`src/rtl/imem_prog_loader.sv`:
```
`default_nettype none
// ============================================================================
// Module      : imem_prog_loader
// Description : Fills instruction memory from a framed byte stream
//               (length, N instruction bytes, checksum) and holds the core in
//               reset until a load completes with a good checksum.
// Revision    : 1.0 - initial release
// ============================================================================
module imem_prog_loader #(
    parameter int           ADDR_W   = 5,
    parameter bit           PAD_EN   = 1'b1,
    parameter logic [7:0]   PAD_WORD = 8'h00
) (
    input  logic              clk,
    input  logic              rst,
    input  logic              start,
    input  logic              in_valid,
    input  logic [7:0]        in_data,
    output logic              in_ready,
    output logic              imem_we,
    output logic [ADDR_W-1:0] imem_addr,
    output logic [7:0]        imem_wdata,
    output logic              cpu_rst,
    output logic              busy,
    output logic              done,
    output logic              err
);

    localparam int         c_DEPTH_I = 1 << ADDR_W;
    localparam logic [8:0] c_DEPTH   = 9'(c_DEPTH_I);
    localparam logic [8:0] c_LAST    = 9'(c_DEPTH_I - 1);

    localparam logic [2:0] S_IDLE = 3'd0;
    localparam logic [2:0] S_LEN  = 3'd1;
    localparam logic [2:0] S_DATA = 3'd2;
    localparam logic [2:0] S_CSUM = 3'd3;
    localparam logic [2:0] S_PAD  = 3'd4;
    localparam logic [2:0] S_DONE = 3'd5;
    localparam logic [2:0] S_ERR  = 3'd6;

    logic [2:0]        r_state;
    logic [2:0]        w_next;
    logic [7:0]        r_len;
    logic [8:0]        r_cnt;
    logic [7:0]        r_sum;
    logic              r_dwe;
    logic [ADDR_W-1:0] r_daddr;
    logic [7:0]        r_ddata;
    logic              w_xfer;
    logic              w_len_bad;

    assign w_xfer    = in_valid & in_ready;
    assign w_len_bad = (in_data == 8'd0) || ({1'b0, in_data} > c_DEPTH);

    always_ff @(posedge clk or posedge rst) begin
        if (rst) begin
            r_state <= S_IDLE;
        end else begin
            r_state <= w_next;
        end
    end

    always_comb begin
        w_next = r_state;
        case (r_state)
            S_IDLE, S_DONE, S_ERR: begin
                if (start) w_next = S_LEN;
            end
            S_LEN: begin
                if (w_xfer) w_next = w_len_bad ? S_ERR : S_DATA;
            end
            S_DATA: begin
                if (w_xfer && ((r_cnt + 9'd1) == {1'b0, r_len})) w_next = S_CSUM;
            end
            S_CSUM: begin
                if (w_xfer) begin
                    if (in_data != r_sum)
                        w_next = S_ERR;
                    else if (PAD_EN && ({1'b0, r_len} < c_DEPTH))
                        w_next = S_PAD;
                    else
                        w_next = S_DONE;
                end
            end
            S_PAD: begin
                if (r_cnt == c_LAST) w_next = S_DONE;
            end
            default: w_next = S_IDLE;
        endcase
    end

    // Data writes are registered one cycle behind the accepted byte; pad
    // writes are driven combinationally from the PAD state below.
    always_ff @(posedge clk or posedge rst) begin
        if (rst) begin
            r_len   <= 8'd0;
            r_cnt   <= 9'd0;
            r_sum   <= 8'd0;
            r_dwe   <= 1'b0;
            r_daddr <= '0;
            r_ddata <= 8'd0;
        end else begin
            r_dwe <= 1'b0;
            case (r_state)
                S_LEN: begin
                    if (w_xfer && !w_len_bad) begin
                        r_len <= in_data;
                        r_cnt <= 9'd0;
                        r_sum <= 8'd0;
                    end
                end
                S_DATA: begin
                    if (w_xfer) begin
                        r_dwe   <= 1'b1;
                        r_daddr <= r_cnt[ADDR_W-1:0];
                        r_ddata <= in_data;
                        r_sum   <= r_sum + in_data;
                        r_cnt   <= r_cnt + 9'd1;
                    end
                end
                S_CSUM: begin
                    if (w_xfer) r_cnt <= {1'b0, r_len};
                end
                S_PAD: begin
                    if (r_cnt != c_LAST) r_cnt <= r_cnt + 9'd1;
                end
                default: ;
            endcase
        end
    end

    always_comb begin
        in_ready   = (r_state == S_LEN) || (r_state == S_DATA) || (r_state == S_CSUM);
        busy       = in_ready || (r_state == S_PAD);
        done       = (r_state == S_DONE);
        err        = (r_state == S_ERR);
        cpu_rst    = (r_state != S_DONE);
        imem_we    = r_dwe;
        imem_addr  = r_daddr;
        imem_wdata = r_ddata;
        if (r_state == S_PAD) begin
            imem_we    = 1'b1;
            imem_addr  = r_cnt[ADDR_W-1:0];
            imem_wdata = PAD_WORD;
        end
    end

endmodule
`default_nettype wire
```
`config.mk`:
```
export PLATFORM = sky130hd
export DESIGN_NAME = imem_prog_loader
export DESIGN_NICKNAME = d
export VERILOG_FILES = /design/src/rtl/imem_prog_loader.sv
export SDC_FILE = /design/constraint.sdc
export NUM_CORES = 1
export LEC_CHECK = 0
export BUFFER_PORTS_ARGS = -buffer_cell sky130_fd_sc_hd__buf_2
export CORE_MARGIN = 10
export CORE_UTILIZATION = 50
export CTS_CLUSTER_DIAMETER = 50
export DETAILED_ROUTE_END_ITERATION = 8
export PLACE_DENSITY = 0.68
export SLEW_MARGIN = 25
export SYNTH_ARGS = -nofsm -noshare
export SYNTH_HDL_FRONTEND = slang
export SYNTH_SLANG_ARGS = --single-unit
export TNS_END_PERCENT = 10
```
`constraint.sdc`:
```
create_clock -name clk -period 2.45 [get_ports clk]
set_input_delay 0 -clock clk [delete_from_list [all_inputs] [get_ports clk]]
set_output_delay 0 -clock clk [all_outputs]
set_load 0.005 [all_outputs]
```
Yosys cells after proc, flatten, opt, wreduce, memory -nomap -nowiden
Index checks and enable logic that the tools add are counted.

Logic and storage cells: 70. Output and inout bits: 19. Bits of input ports: 12. Flip-flop bits (word level): 42.

$add $sub $neg: 2. Order comparisons: 2. Muxes and demuxes: 22. Eq/ne operators: 19. Reduce and logical (&&, ||, !) cells: 17. Bitwise logic cells: 1.

Operator list (number): $mux 9 (4); $pmux 9 s4 (1); $mux 8 (3); $mux 3 (6); $ne 2x2->1 const B (8); $pmux 8 s2 (1); $pmux 3 s5 (1); $reduce_and 5->1 (2); $add 9x1->9 const B (1); $eq 3x3->1 const B (3); $eq 9x5->1 const B (1); $eq 9x8->1 (1); $ne 9x5->1 const B (1); $add 8x8->8 (1); $gt 8x6->1 const B (1); $logic_not 8->1 (1); $lt 8x6->1 const B (1); $ne 8x8->1 (1); $eq 3x2->1 const B (2); $mux 5 (1); $logic_or 1x1->1 (4); $mux 1 (4); $reduce_and 2->1 (2); $reduce_bool 4->1 (1); other kinds (10) (11).

Longest topological paths before layout
Depth after elaboration: 7. Mapped depth: 7.

Least setup slack after synthesis
No wires, ideal clock.

Path type: register to register. Start point: register r_cnt[0]. End point: register r_state[0]. Data required time: 2312 ps. Stages on the path, launching flop included: 7. Arrival time: 1848 ps. Path buffers: 0. Clock period less this slack: 1986 ps. Slack: 464 ps. Library setup time: 138 ps. Path through: dfrtp_1 -> ha_1 -> and4_1 -> a21boi_1 -> or3b_1 -> o41ai_1 -> o41ai_1.

Word-level cells in the longest chain between the ends: 5.

Ends and longest elaborated chain: start, declared (RTL line 44) `logic [8:0] r_cnt;`; start signal, assigned (RTL line 118) `r_cnt <= r_cnt + 9'd1;`; start signal, assigned (RTL line 122) `if (w_xfer) r_cnt <= {1'b0, r_len};`; start signal, assigned (RTL line 125) `if (r_cnt != c_LAST) r_cnt <= r_cnt + 9'd1;`; $add 9x1->9 (RTL line 73) `if (w_xfer && ((r_cnt + 9'd1) == {1'b0, r_len})) w_next = S_CSUM;`; $eq 9x8->1 (RTL line 73); $logic_and 1x1->1 (RTL line 73); $ne 2x2->1 (no line); $reduce_and 5->1 (no line) *; end signal, assigned (RTL line 59) `r_state <= w_next;`; end, declared (RTL line 41) `logic [2:0] r_state;`.

Every way passes the cells marked *; elsewhere a longest branch is shown, timed or not. A chain may end at the register's enable or synchronous reset.

Final worst setup path
Start point: input in_data[3]. End point: register r_cnt[6].

Word-level cells in the longest chain between the ends: 6.

Ends and longest elaborated chain: start, declared (RTL line 18) `input logic [7:0] in_data,`; $gt 8x6->1 or $logic_not 8->1 (tied branches) (RTL line 53) `assign w_len_bad = (in_data == 8'd0) || ({1'b0, in_data} > c_DEPTH);`; $logic_or 1x1->1 * (RTL line 53); $logic_not 1->1 * (RTL line 106) `if (w_xfer && !w_len_bad) begin`; $logic_and 1x1->1 * (RTL line 106); $ne 2x2->1 (no line) *; $reduce_and 5->1 (no line) *.

Marks and branches as above.

==> metrics.cfg <==
[clock_network]
clockRootBuffer = sky130_fd_sc_hd__clkbuf_8
tritoncts.num_buffers = 5
postCtsSetupRepairBufs = 0
cts_max_path_buffers = 2
htree_levels = 2
clkSinkCount = 42
worst_path_clk_slew_ps = 90
worstSkewPairLatency_ps = 290
clock_tree_from_tritoncts = done

[die]
floorplan.io_pins = 31
vertical_die_dimension_um = 93.7
initial_utilization = 0.522
die_x_um = 93.7
rows = 26
core_region_area_um2 = 5200
total_die_area_um2 = 8780

[setup_path]
critPathCapture = r_cnt[6]
r2r_slack_ps = 350
capturing_point_of_the_worst_reg2reg_path = r_cnt[2]
timing.critical_path.required_ps = 2610
crit-reg2reg-launch = r_cnt[1]
start_kind = input port
worst-setup-path-type = in -> reg
critical_path.endpoint_type = flip-flop
maximum_fanout_count_along_the_critical_path = 5
timing.critical_path.arrival_ps = 2350
r2r_cells = 7
setup.worst_path.start = in_data[3]

[pwr]
static-leakage-power_nw = 1.48
vdd_drop_max_mv = 0.630
power.density_nw_per_um2 = 1140

[sta]
final-hold-violation-count = 0
min_period_over_period = 0.897
maxClockFrequency_mhz = 455
maxSlewHeadroom = 0.560
final_period_minus_worst_setup_slack_ps = 2200
hold_slack_ps = 3.62
totalNegativeSetupSlack_ps = 0
setup_viol = 0
worst_margin_slew_ps = 658
clock-skew-final_ps = 6.62
slew_violations = 0
rsz0062_at_grt = false

[drt]
first_iter_violations = 151
drt-met1-wl_um = 3030
drc_errors = 0
met3_length_um = 296
dr_wl_met2_um = 3420
top_layer_used = met4
drt_pass1_iterations = 4
viasPerCell = 5.76
dr_total_vias = 2385
antenna_violating_nets_post_route = 0
postRouteWirelength_um = 6780
wl_per_cell_um = 16.4

[finish]
layout-area-overhead-vs-synth_pct = 16.8
post_route_cells_drive_above_1_share = 0.215
finish.net_count = 364
finalCoreUtilization = 0.610
fill_cells = 456
diodes = 0

[yosys]
synth_cells = 304
postSynth.asyncResetShare = 1.00
ys_dominant_reg_cell = sky130_fd_sc_hd__dfrtp_1
synth.distinct_cells = 58
synth-edff-count = 0
synth.yosys.warnings = 0
yosysSeqAreaShare = 0.387
yosys_register_bits = 42
syn_nets = 325
postSynthAreaPerCell_um2 = 8.94
mappedNetlistArea_um2 = 2720

[global_route]
via_count_of_the_first_global_routing_pass = 2392
groute.usage.overall = 0.161
grt_pass1_wl_um = 11600
antenna_found_initial = 0
globalRouteOverflowTotal = 0
grt_start_max_net_pins = 43

[min_path]
min_path_type = in -> reg

[outcome]
status = complete, no violations

[placement]
count_of_input_and_output_buffers = 30
place.detailed.hpwl_um = 4960
gp_routability_congestion = 0.867

[flow_run]
max_cap_viol_count = 0

## sequential cells by signal, summed over array words and instances, names as in the netlist
register  count
r_daddr       5
r_ddata       8
r_cnt         9
r_dwe         1
r_state       3
r_sum         8
r_len         8
## per-stage QoR
step	std cells	cell area, um^2	worst slack (ps)	power [mW]
after floorplan	304	2720	464	2.41
after global placement	399	2970	395	2.91
after detailed placement	399	2970	355	2.96
after CTS	414	3170	95.4	3.64
after global routing	414	3170	68.1	3.91
final	414	3170	251	3.61
## routing by layer
metal / GRT usage / up-vias
met5: 0 / -
met4: 0.0456 / 0
met3: 0.0336 / 2
met2: 0.272 / 59
met1: 0.200 / 1162
li1: - / 1162
## worst max-delay path: stages
cell	delay (ps)
sky130_fd_sc_hd__dlygate4sd3_1	540
sky130_fd_sc_hd__buf_2	150
sky130_fd_sc_hd__or4_1	540
sky130_fd_sc_hd__o21ai_1	240
sky130_fd_sc_hd__nand4_1	260
sky130_fd_sc_hd__buf_4	230
sky130_fd_sc_hd__a221oi_1	260
sky130_fd_sc_hd__o22ai_1	120
## layout by cell type, fill, tap and decap left out, types with 3 or more instances in the layout
cell	n
sky130_fd_sc_hd__nand2_1	46
sky130_fd_sc_hd__or2_2	4
sky130_fd_sc_hd__mux2i_1	3
sky130_fd_sc_hd__nor3b_1	4
sky130_fd_sc_hd__o21ai_0	14
sky130_fd_sc_hd__nor2_1	16
sky130_fd_sc_hd__mux2_2	11
sky130_fd_sc_hd__ha_1	8
sky130_fd_sc_hd__dlygate4sd3_1	7
sky130_fd_sc_hd__nor4_1	4
sky130_fd_sc_hd__dfrtp_1	42
sky130_fd_sc_hd__nor2b_1	11
sky130_fd_sc_hd__a21oi_1	9
sky130_fd_sc_hd__nand3_1	7
sky130_fd_sc_hd__xnor2_1	10
sky130_fd_sc_hd__buf_4	13
sky130_fd_sc_hd__a32oi_1	4
sky130_fd_sc_hd__inv_1	14
sky130_fd_sc_hd__and3_1	6
sky130_fd_sc_hd__a22oi_1	3
sky130_fd_sc_hd__nor3_1	6
sky130_fd_sc_hd__o22ai_1	10
sky130_fd_sc_hd__buf_2	30
sky130_fd_sc_hd__xor2_1	6
sky130_fd_sc_hd__clkbuf_8	5
sky130_fd_sc_hd__a221oi_1	6
## cell usage after synthesis (3+ instances only)
| cell type | n | area (um^2) |
|---|---|---|
| sky130_fd_sc_hd__clkbuf_1 | 13 | 48.8 |
| sky130_fd_sc_hd__or2_2 | 4 | 25.0 |
| sky130_fd_sc_hd__and3_1 | 6 | 37.5 |
| sky130_fd_sc_hd__xnor2_1 | 10 | 87.6 |
| sky130_fd_sc_hd__ha_1 | 8 | 100 |
| sky130_fd_sc_hd__inv_1 | 14 | 52.6 |
| sky130_fd_sc_hd__nor2b_1 | 11 | 68.8 |
| sky130_fd_sc_hd__mux2i_1 | 3 | 30.0 |
| sky130_fd_sc_hd__dfrtp_1 | 42 | 1050 |
| sky130_fd_sc_hd__o22ai_1 | 10 | 62.6 |
| sky130_fd_sc_hd__xor2_1 | 6 | 52.6 |
| sky130_fd_sc_hd__o21ai_0 | 15 | 75.1 |
| sky130_fd_sc_hd__nor2_1 | 16 | 60.1 |
| sky130_fd_sc_hd__nand2_1 | 46 | 173 |
| sky130_fd_sc_hd__nor4_1 | 4 | 25.0 |
| sky130_fd_sc_hd__nand3_1 | 7 | 35.0 |
| sky130_fd_sc_hd__a21oi_1 | 9 | 45.0 |
| sky130_fd_sc_hd__mux2_2 | 11 | 124 |
| sky130_fd_sc_hd__nor3_1 | 6 | 30.0 |
| sky130_fd_sc_hd__a32oi_1 | 4 | 35.0 |
| sky130_fd_sc_hd__a22oi_1 | 3 | 22.5 |
| sky130_fd_sc_hd__a221oi_1 | 6 | 52.6 |
| sky130_fd_sc_hd__nor3b_1 | 4 | 30.0 |
## area by class of cell
class | instances | area [um^2] | area share
clock buffer | 5 | 68.8 | 0.0217
clock inverter | 3 | 68.8 | 0.0217
inverter | 14 | 52.6 | 0.0166
multi-input combinational | 230 | 1530 | 0.481
sequential | 42 | 1050 | 0.331
tap | 70 | 87.6 | 0.0276
timing repair buffer | 50 | 318 | 0.100
## power by group
part           switching [mW]  internal [mW]
combinational           0.950          0.809
sequential              0.241          0.952
clock                   0.252          0.408
## what timing repair did
action,in CTS,in global routing
setup endpoints to repair,0,14
endpoints found under the hold margin,50,0
hold buffers,7,0
resized for setup,0,2
## worst min-delay path by stage
stage                             to       start  cells past startpoint
after floorplan           r_ddata[0]  in_data[0]                      2
after global placement         r_dwe         rst                      3
after global routing      r_ddata[5]  in_data[5]                      3
final                     r_ddata[5]  in_data[5]                      3
after detailed placement       r_dwe         rst                      3
after CTS                 r_ddata[5]  in_data[5]                      3
## cell families (layout without fill, tap and decap cells)
group / Yosys count / count (layout) / share of synthesized area
compound gates: 68 / 68 / 0.171
xor+xnor: 16 / 16 / 0.0516
fa+ha+maj: 10 / 10 / 0.0479
buf+inv: 32 / 72 / 0.0516
flops: 42 / 42 / 0.387
mux: 15 / 15 / 0.0622
simple gates: 121 / 121 / 0.229
Note: power is estimated with default switching activity, not from simulation.
